==> config.mk <==
export PLATFORM = sky130hd
export DESIGN_NAME = cic_decimator_prog
export DESIGN_NICKNAME = d
export VERILOG_FILES = /design/src/rtl/cic_decimator_prog.sv
export SDC_FILE = /design/constraint.sdc
export NUM_CORES = 2
export LEC_CHECK = 0
export CORE_MARGIN = 8
export CORE_UTILIZATION = 65
export DETAILED_ROUTE_END_ITERATION = 10
export GPL_ROUTABILITY_DRIVEN = 0
export PLACE_DENSITY = 0.83
export SETUP_SLACK_MARGIN = 0.4
export SLEW_MARGIN = 5
export SYNTH_ARGS = -nofsm -noshare
export SYNTH_HDL_FRONTEND = slang
export SYNTH_SLANG_ARGS = --single-unit
==> constraint.sdc <==
create_clock -name clk -period 6.5 [get_ports clk]
set_input_delay 1.3 -clock clk [delete_from_list [all_inputs] [get_ports clk]]
set_output_delay 1.3 -clock clk [all_outputs]
set_load 0.02 [all_outputs]
==> src/rtl/cic_decimator_prog.sv <==
// Multi-channel CIC decimator with a runtime-programmable ratio R in 2..2^STG_GSZ.
// Build macro CIC_ROUND_EN selects round-half-up output with positive saturation instead of truncation.
module cic_decimator_prog #(
  parameter int NUM_STAGES = 3,
  parameter int STG_GSZ    = 5,
  parameter int ISZ        = 16,
  parameter int OSZ        = 16,
  parameter int NUM_CH     = 2
) (
  input  logic                    clk,
  input  logic                    reset_n,
  input  logic [STG_GSZ:0]        dec_ratio,
  input  logic                    in_valid,
  input  logic [NUM_CH*ISZ-1:0]   in,
  output logic                    out_valid,
  output logic [NUM_CH*OSZ-1:0]   out
);

  localparam int ASZ = ISZ + NUM_STAGES * STG_GSZ;
  localparam int RW  = STG_GSZ + 1;
  localparam int FW  = $clog2(NUM_STAGES + 2);
  localparam logic [RW-1:0] RMAX      = RW'(1) << STG_GSZ;
  localparam logic [FW-1:0] FLUSH_LEN = FW'(NUM_STAGES + 1);
`ifdef CIC_ROUND_EN
  localparam logic signed [ASZ:0] HALF = (ASZ+1)'(1) << (ASZ - OSZ - 1);
  localparam logic signed [ASZ:0] MAXP = ((ASZ+1)'(1) << (ASZ - 1)) - (ASZ+1)'(1);
`endif

  function automatic logic [RW-1:0] clamp_ratio(input logic [RW-1:0] r);
    logic [RW-1:0] c;
    if (r < RW'(2)) c = RW'(2);
    else if (r > RMAX) c = RMAX;
    else c = r;
    return c;
  endfunction

  function automatic logic [OSZ-1:0] scale_out(input logic signed [ASZ-1:0] v);
`ifdef CIC_ROUND_EN
    logic signed [ASZ:0] r;
    r = $signed({v[ASZ-1], v}) + HALF;
    if (r > MAXP) return {1'b0, {(OSZ-1){1'b1}}};
    else return OSZ'(r >>> (ASZ - OSZ));
`else
    return OSZ'(v >>> (ASZ - OSZ));
`endif
  endfunction

  logic [RW-1:0]           ract_q, ract_d, cnt_q, cnt_d;
  logic [RW-1:0]           new_ratio_s, ract_eff_s;
  logic                    load_q, load_d;
  logic [FW-1:0]           flush_q, flush_d;
  logic                    dec_stb_s, strobe_ok_s;
  logic [NUM_STAGES-1:0]   stb_q, stb_d;
  logic [NUM_STAGES:0]     vld_q, vld_d;
  logic signed [ASZ-1:0]   integ_q [NUM_CH][NUM_STAGES];
  logic signed [ASZ-1:0]   integ_d [NUM_CH][NUM_STAGES];
  logic signed [ASZ-1:0]   comb_q  [NUM_CH][NUM_STAGES];
  logic signed [ASZ-1:0]   comb_d  [NUM_CH][NUM_STAGES];
  logic signed [ASZ-1:0]   dly_q   [NUM_CH][NUM_STAGES];
  logic signed [ASZ-1:0]   dly_d   [NUM_CH][NUM_STAGES];
  logic signed [ASZ-1:0]   src_s   [NUM_CH][NUM_STAGES];
  logic [NUM_CH*OSZ-1:0]   out_q, out_d;
  logic                    out_valid_q, out_valid_d;

  // Phase counter, ratio latch and flush bookkeeping; a ratio change restarts the flush window.
  always_comb begin
    new_ratio_s = clamp_ratio(dec_ratio);
    ract_eff_s  = load_q ? new_ratio_s : ract_q;
    dec_stb_s   = in_valid && (cnt_q == (ract_eff_s - RW'(1)));
    strobe_ok_s = (flush_q == FW'(0));
    load_d      = 1'b0;
    ract_d      = ract_eff_s;
    cnt_d       = cnt_q;
    flush_d     = flush_q;
    if (dec_stb_s) begin
      cnt_d  = RW'(0);
      ract_d = new_ratio_s;
      if (new_ratio_s != ract_eff_s) flush_d = FLUSH_LEN;
      else if (!strobe_ok_s) flush_d = flush_q - FW'(1);
      else flush_d = flush_q;
    end else if (in_valid) begin
      cnt_d = cnt_q + RW'(1);
    end else begin
      cnt_d = cnt_q;
    end
    stb_d = (stb_q << 1) | NUM_STAGES'(dec_stb_s);
    vld_d = (vld_q << 1) | (NUM_STAGES+1)'(dec_stb_s && strobe_ok_s);
  end

  // Integrators run on accepted samples; comb stage j fires on the strobe delayed j+1 cycles.
  always_comb begin
    out_d       = out_q;
    out_valid_d = 1'b0;
    for (int c = 0; c < NUM_CH; c++) begin
      src_s[c][0] = integ_q[c][NUM_STAGES-1];
      for (int s = 1; s < NUM_STAGES; s++) src_s[c][s] = comb_q[c][s-1];
      for (int s = 0; s < NUM_STAGES; s++) begin
        integ_d[c][s] = integ_q[c][s];
        if (stb_q[s]) begin
          comb_d[c][s] = src_s[c][s] - dly_q[c][s];
          dly_d[c][s]  = src_s[c][s];
        end else begin
          comb_d[c][s] = comb_q[c][s];
          dly_d[c][s]  = dly_q[c][s];
        end
      end
      if (in_valid) begin
        integ_d[c][0] = integ_q[c][0] + ASZ'($signed(in[c*ISZ +: ISZ]));
        for (int s = 1; s < NUM_STAGES; s++) integ_d[c][s] = integ_q[c][s] + integ_q[c][s-1];
      end else begin
        integ_d[c][0] = integ_q[c][0];
      end
    end
    if (vld_q[NUM_STAGES]) begin
      out_valid_d = 1'b1;
      for (int c = 0; c < NUM_CH; c++) out_d[c*OSZ +: OSZ] = scale_out(comb_q[c][NUM_STAGES-1]);
    end else begin
      out_valid_d = 1'b0;
    end
  end

  // State registers; reset discards any in-flight decimation result.
  always_ff @(posedge clk or negedge reset_n) begin
    if (!reset_n) begin
      ract_q      <= RMAX;
      cnt_q       <= RW'(0);
      load_q      <= 1'b1;
      flush_q     <= FLUSH_LEN;
      stb_q       <= '0;
      vld_q       <= '0;
      out_q       <= '0;
      out_valid_q <= 1'b0;
      for (int c = 0; c < NUM_CH; c++) begin
        for (int s = 0; s < NUM_STAGES; s++) begin
          integ_q[c][s] <= '0;
          comb_q[c][s]  <= '0;
          dly_q[c][s]   <= '0;
        end
      end
    end else begin
      ract_q      <= ract_d;
      cnt_q       <= cnt_d;
      load_q      <= load_d;
      flush_q     <= flush_d;
      stb_q       <= stb_d;
      vld_q       <= vld_d;
      out_q       <= out_d;
      out_valid_q <= out_valid_d;
      for (int c = 0; c < NUM_CH; c++) begin
        for (int s = 0; s < NUM_STAGES; s++) begin
          integ_q[c][s] <= integ_d[c][s];
          comb_q[c][s]  <= comb_d[c][s];
          dly_q[c][s]   <= dly_d[c][s];
        end
      end
    end
  end

  assign out       = out_q;
  assign out_valid = out_valid_q;

endmodule

* Yosys cells after proc, flatten, opt, wreduce, memory -nomap -nowiden
Cells that the tools add are included.
** Cells by class
- $add $sub $neg :: 15
- Magnitude comparators :: 2
- Eq/ne operators :: 3
- Multiplexer cells :: 9
- Bitwise operators :: 2
- Reduce and logical (&&, ||, !) cells :: 5
** Operator list (number)
- subtractor 31 bit :: 6
- adder 31 bit :: 4
- adder 31 x 16 -> 31 bit :: 2
- 2-to-1 mux 6 bit :: 6
- adder 6 x 1 -> 6 bit (second input constant) :: 1
- equality test 6 bit :: 1
- greater-than comparator 6 bit (second input constant) :: 1
- less-than comparator 6 x 2 -> 1 bit (second input constant) :: 1
- 2-to-1 mux 3 bit :: 2
- != test 6 bit :: 1
- subtractor 6 x 1 -> 6 bit (second input constant) :: 1
- OR 4 x 1 -> 4 bit :: 1
- logical NOT 3 bit :: 1
- OR 3 x 1 -> 3 bit :: 1
- subtractor 3 x 1 -> 3 bit (second input constant) :: 1
- logical AND 1 bit :: 2
- != test 2 x 1 -> 1 bit (second input constant) :: 1
- AND reduction 2 bit :: 1
- nonzero test 2 bit :: 1
- 2-to-1 mux 1 bit :: 1
** Storage, ports and cells
- Bits in registers :: 614

* Logic depth before layout (Yosys ltp)
- Word-level depth :: 9
- Gate-level depth with buffers :: 14
- Mapped depth without buffers :: 14

* Least setup slack after synthesis
Ideal clock, no wire load.
- Path kind :: in2reg
- Start point :: input port in[9]
- End point :: register integ_q[185] (netlist name)
- Data arrival time :: 3923 ps
- Slack :: 2487 ps
- Stages :: 13
- Buffers on the path :: 1
- Path through :: ha_1 > buf_6 > a21oi_2 > o21ai_1 > a221o_1 > nand3b_4 > a21oi_2 > o31ai_2 > a221o_1 > a311o_1 > a2111oi_0 > nor3_1 > o2111ai_1
** Between the ends
- Longest elaborated chain between the ends :: 1
** RTL lines
- start: declaration :: line 14 : input logic [NUM_CH*ISZ-1:0] in,
- adder 31 x 16 -> 31 bit :: line 108 : integ_d[c][0] = integ_q[c][0] + ASZ'($signed(in[c*ISZ +: ISZ]));
- end signal: indexed assignment :: line 151 : integ_q[c][s] <= integ_d[c][s];
- end: declaration :: line 55 : logic signed [ASZ-1:0] integ_q [NUM_CH][NUM_STAGES];
Every way passes these cells.
A chain may end at the register's enable or synchronous reset.

* Worst setup path in the final report
- Start point :: input port dec_ratio[5]
- End point :: register flush_q[1]
** Between the ends
- Longest elaborated chain between the ends :: 8
- Elaborated cells on any way between the ends :: 12
- Those cells by class :: add/sub (1); order compare (2); eq/ne (3); mux (4); reduce/logical (2)
** RTL lines
- start: declaration :: line 12 : input logic [STG_GSZ:0] dec_ratio,
- greater-than comparator 6 bit :: line 32 : else if (r > RMAX) c = RMAX;
- 2-to-1 mux 6 bit :: line 32
- 2-to-1 mux 6 bit * :: line 31 : if (r < RW'(2)) c = RW'(2);
- 2-to-1 mux 6 bit :: line 68 : ract_eff_s = load_q ? new_ratio_s : ract_q;
- subtractor 6 x 1 -> 6 bit :: line 69 : dec_stb_s = in_valid && (cnt_q == (ract_eff_s - RW'(1)));
- equality test 6 bit :: line 69
- logical AND 1 bit :: line 69
- AND reduction 2 bit (no line)
- end signal: assignment :: line 144 : flush_q <= flush_d;
- end: declaration :: line 51 : logic [FW-1:0] flush_q, flush_d;
Every way passes the cells marked *; elsewhere a longest branch is shown, timed or not.

==> results.txt <==
drt wl/cell: 16.0 um
Hold Violations, Final: 0
CP bufs+invs: 1
Setup Buffers After CTS: 0
die area: 66900 um^2
Worst setup SP type: input pin
Slew @ Worst Pin: 1.09 ns
Residual DRC: 0
HPWL Detailed: 55.1 mm
hold path start: vld_q[1]
clock slew at reported path FFs: 0.06 ns
Root Driver: clkbuf_16
CP max stage delay: 0.95 ns
Initial Utilization: 65.4%
CTS Sinks: 584
worst-path cell chain: clkdlybuf4s50_1, nand2b_1, mux2_2, a21boi_0, xnor2_1, nor2_1, a21oi_1, a22oi_1, a2111oi_4, a21boi_0, o22ai_1
async set or reset register ratio after synthesis: 100%
share of layout cells above drive strength 1: 10.9%
Max Fclk: 0.227 GHz
Critical Path Start: dec_ratio[5]
Ports: 74
Worst Hold End: vld_q[2]
Synth cell types: 85
vias in the first global route: 28.3k
Final setup viols: 0
clock buffer count from CTS: 66
layout net count: 4452
worst-skew pair later-pin latency: 0.60 ns
Post-CTS Hold Buffers: 0
Inserted Diodes: 0
Synth Net Count: 4413
sequential area share after synthesis: 38.2%
max cap viols: 0
final period utilization: 67.7%
WP data required: 6.95 ns
CP delay by family, top: compound AO/OA/AOI/OAI gates
worst r2r path cells: 14
R2R Path Start: comb_q[155]
Post-Place Setup Slack: 1.59 ns
commonest cells after routing, fill and taps aside: 578 x dfrtp_1, 362 x ha_1, 359 x nand2_1, 336 x o21ai_0, 299 x inv_1
largest net degree at the start of global routing: 161
Critical Path Slowest Stage Cell: a2111oi_4
Via density: 5.93
CTS resizes: 0
most frequent CP cell: a21boi_0
EDFF count, synth: 0
gr ovfl total: 0
WHS Path Cells: 0
Area Growth Syn to Fin: 9.61%
Primary FF master, synth: dfrtp_1
flop-to-flop setup slack: 2.59 ns
Slew headroom: 27.5%
I/O Buffers: 73
DR iter-0 viols: 1903
Post-Syn Area: 38300 um^2
first-pass GRT wire length: 135 mm
final-report max-slew violation count: 0
H-tree depth: 3
commonest non-fill, non-tap cell in the layout: dfrtp_1
clock skew: 0.0241 ns
Global Route Usage Sum: 23.3%
final worst-path setup slack: 2.10 ns
Die Width: 259 um
Yosys warning total: 0
total number of vias: 28.8k
Cells after Synth: 4000
minimum clock period after layout: 4.40 ns
critical path capture point type: flip-flop
core box area: 58600 um^2
average size of a mapped cell: 9.57 um^2
cell row count: 89
Routed WL: 77.8 mm
Antenna Violating Nets Remaining: 0
DR pass1 iterations: 5
RSZ-0062 raised after global routing: no
CTS max path bufs: 3
Critical Path Fanout Max: 18
Crit Path Class: in -> reg
initial antenna violation count: 0
crit path DAT: 4.86 ns
RR Endpoint: comb_q[152]
status: finished clean
Seq cells post-synth: 584
HP Class: reg -> reg
TritonCTS clock tree: built
setup TNS: 0 ns
die height: 259 um
==> cells by family (layout without fill, tap and decap cells) <==
group / count (synthesis) / count (layout) / synth area share (%)
compound gates: 1127 / 1127 / 18.9
xor+xnor: 274 / 274 / 6.27
fa+ha+maj: 372 / 372 / 12.4
buf+inv: 417 / 503 / 4.11
flops: 584 / 584 / 38.2
mux: 300 / 300 / 8.76
other cells: 1 / 1 / 0.00980
simple gates: 925 / 925 / 11.4
==> per-layer routing <==
metal | global-route usage (%) | routed length [um]
met4 | 5.92 | 1260
met3 | 2.90 | 3050
met5 | 0 | 0
met1 | 32.8 | 37800
met2 | 38.1 | 35700
==> Yosys cell counts, types with 25 or more instances <==
cell type	n	share of area, %
o21a_1	47	0.92
a21oi_1	257	3.4
xor2_1	81	1.9
ha_1	362	12
o21ai_0	336	4.4
nand2_1	359	3.5
o31ai_1	38	0.75
mux2_2	281	8.3
and3_1	25	0.41
xnor2_1	193	4.4
o21bai_1	39	0.76
nand2b_1	49	0.80
a31oi_1	29	0.47
nor3_1	70	0.92
nor2b_1	53	0.87
o211ai_1	25	0.49
nand3_1	57	0.75
dfrtp_1	581	38
a211oi_1	35	0.69
nand4_1	34	0.56
a21o_1	156	3.1
clkbuf_1	96	0.94
inv_1	300	2.9
nor2_1	179	1.8
==> worst max path at each step <==
stage	end	slack, ns	cells past startpoint
after detailed placement	flush_q[1]	1.59	11
after CTS	flush_q[1]	2.15	11
after floorplan	integ_q[185]	2.49	13
after global placement	integ_q[184]	1.74	13
after global routing	flush_q[1]	1.79	11
final	flush_q[1]	2.10	11
==> state kept, by name, indices dropped and copies added (netlist names) <==
register   flops
dly_q        186
integ_q      186
comb_q       156
out           32
cnt_q          6
ract_q         6
vld_q          4
flush_q        3
stb_q          3
load_q         1
out_valid      1
==> cell type report <==
cell class / count / area, um^2
Inverter: 300 / 1130
Timing Repair Buffer: 88 / 887
Clock buffer: 89 / 1880
Fill cell: 4291 / 16600
Sequential cell: 584 / 14600
Clock inverter: 26 / 379
Multi-Input combinational cell: 2999 / 22100
Tap cell: 773 / 967
==> metrics by stage <==
| stage | utilization, % | area [um^2] | hold WS, ns | cells |
|---|---|---|---|---|
| finish | 71.6 | 42000 | 0.348 | 4859 |
| global route | 71.6 | 42000 | 0.355 | 4859 |
| CTS | 71.6 | 42000 | 0.350 | 4859 |
| detailed placement | 67.8 | 39700 | 0.337 | 4744 |
| global placement | 67.8 | 39700 | 0.334 | 4744 |
| floorplan | - | 38300 | 0.331 | 4000 |
Power is not shown: default switching activity piles up to over one toggle a cycle in this logic, so the estimate is an artifact.
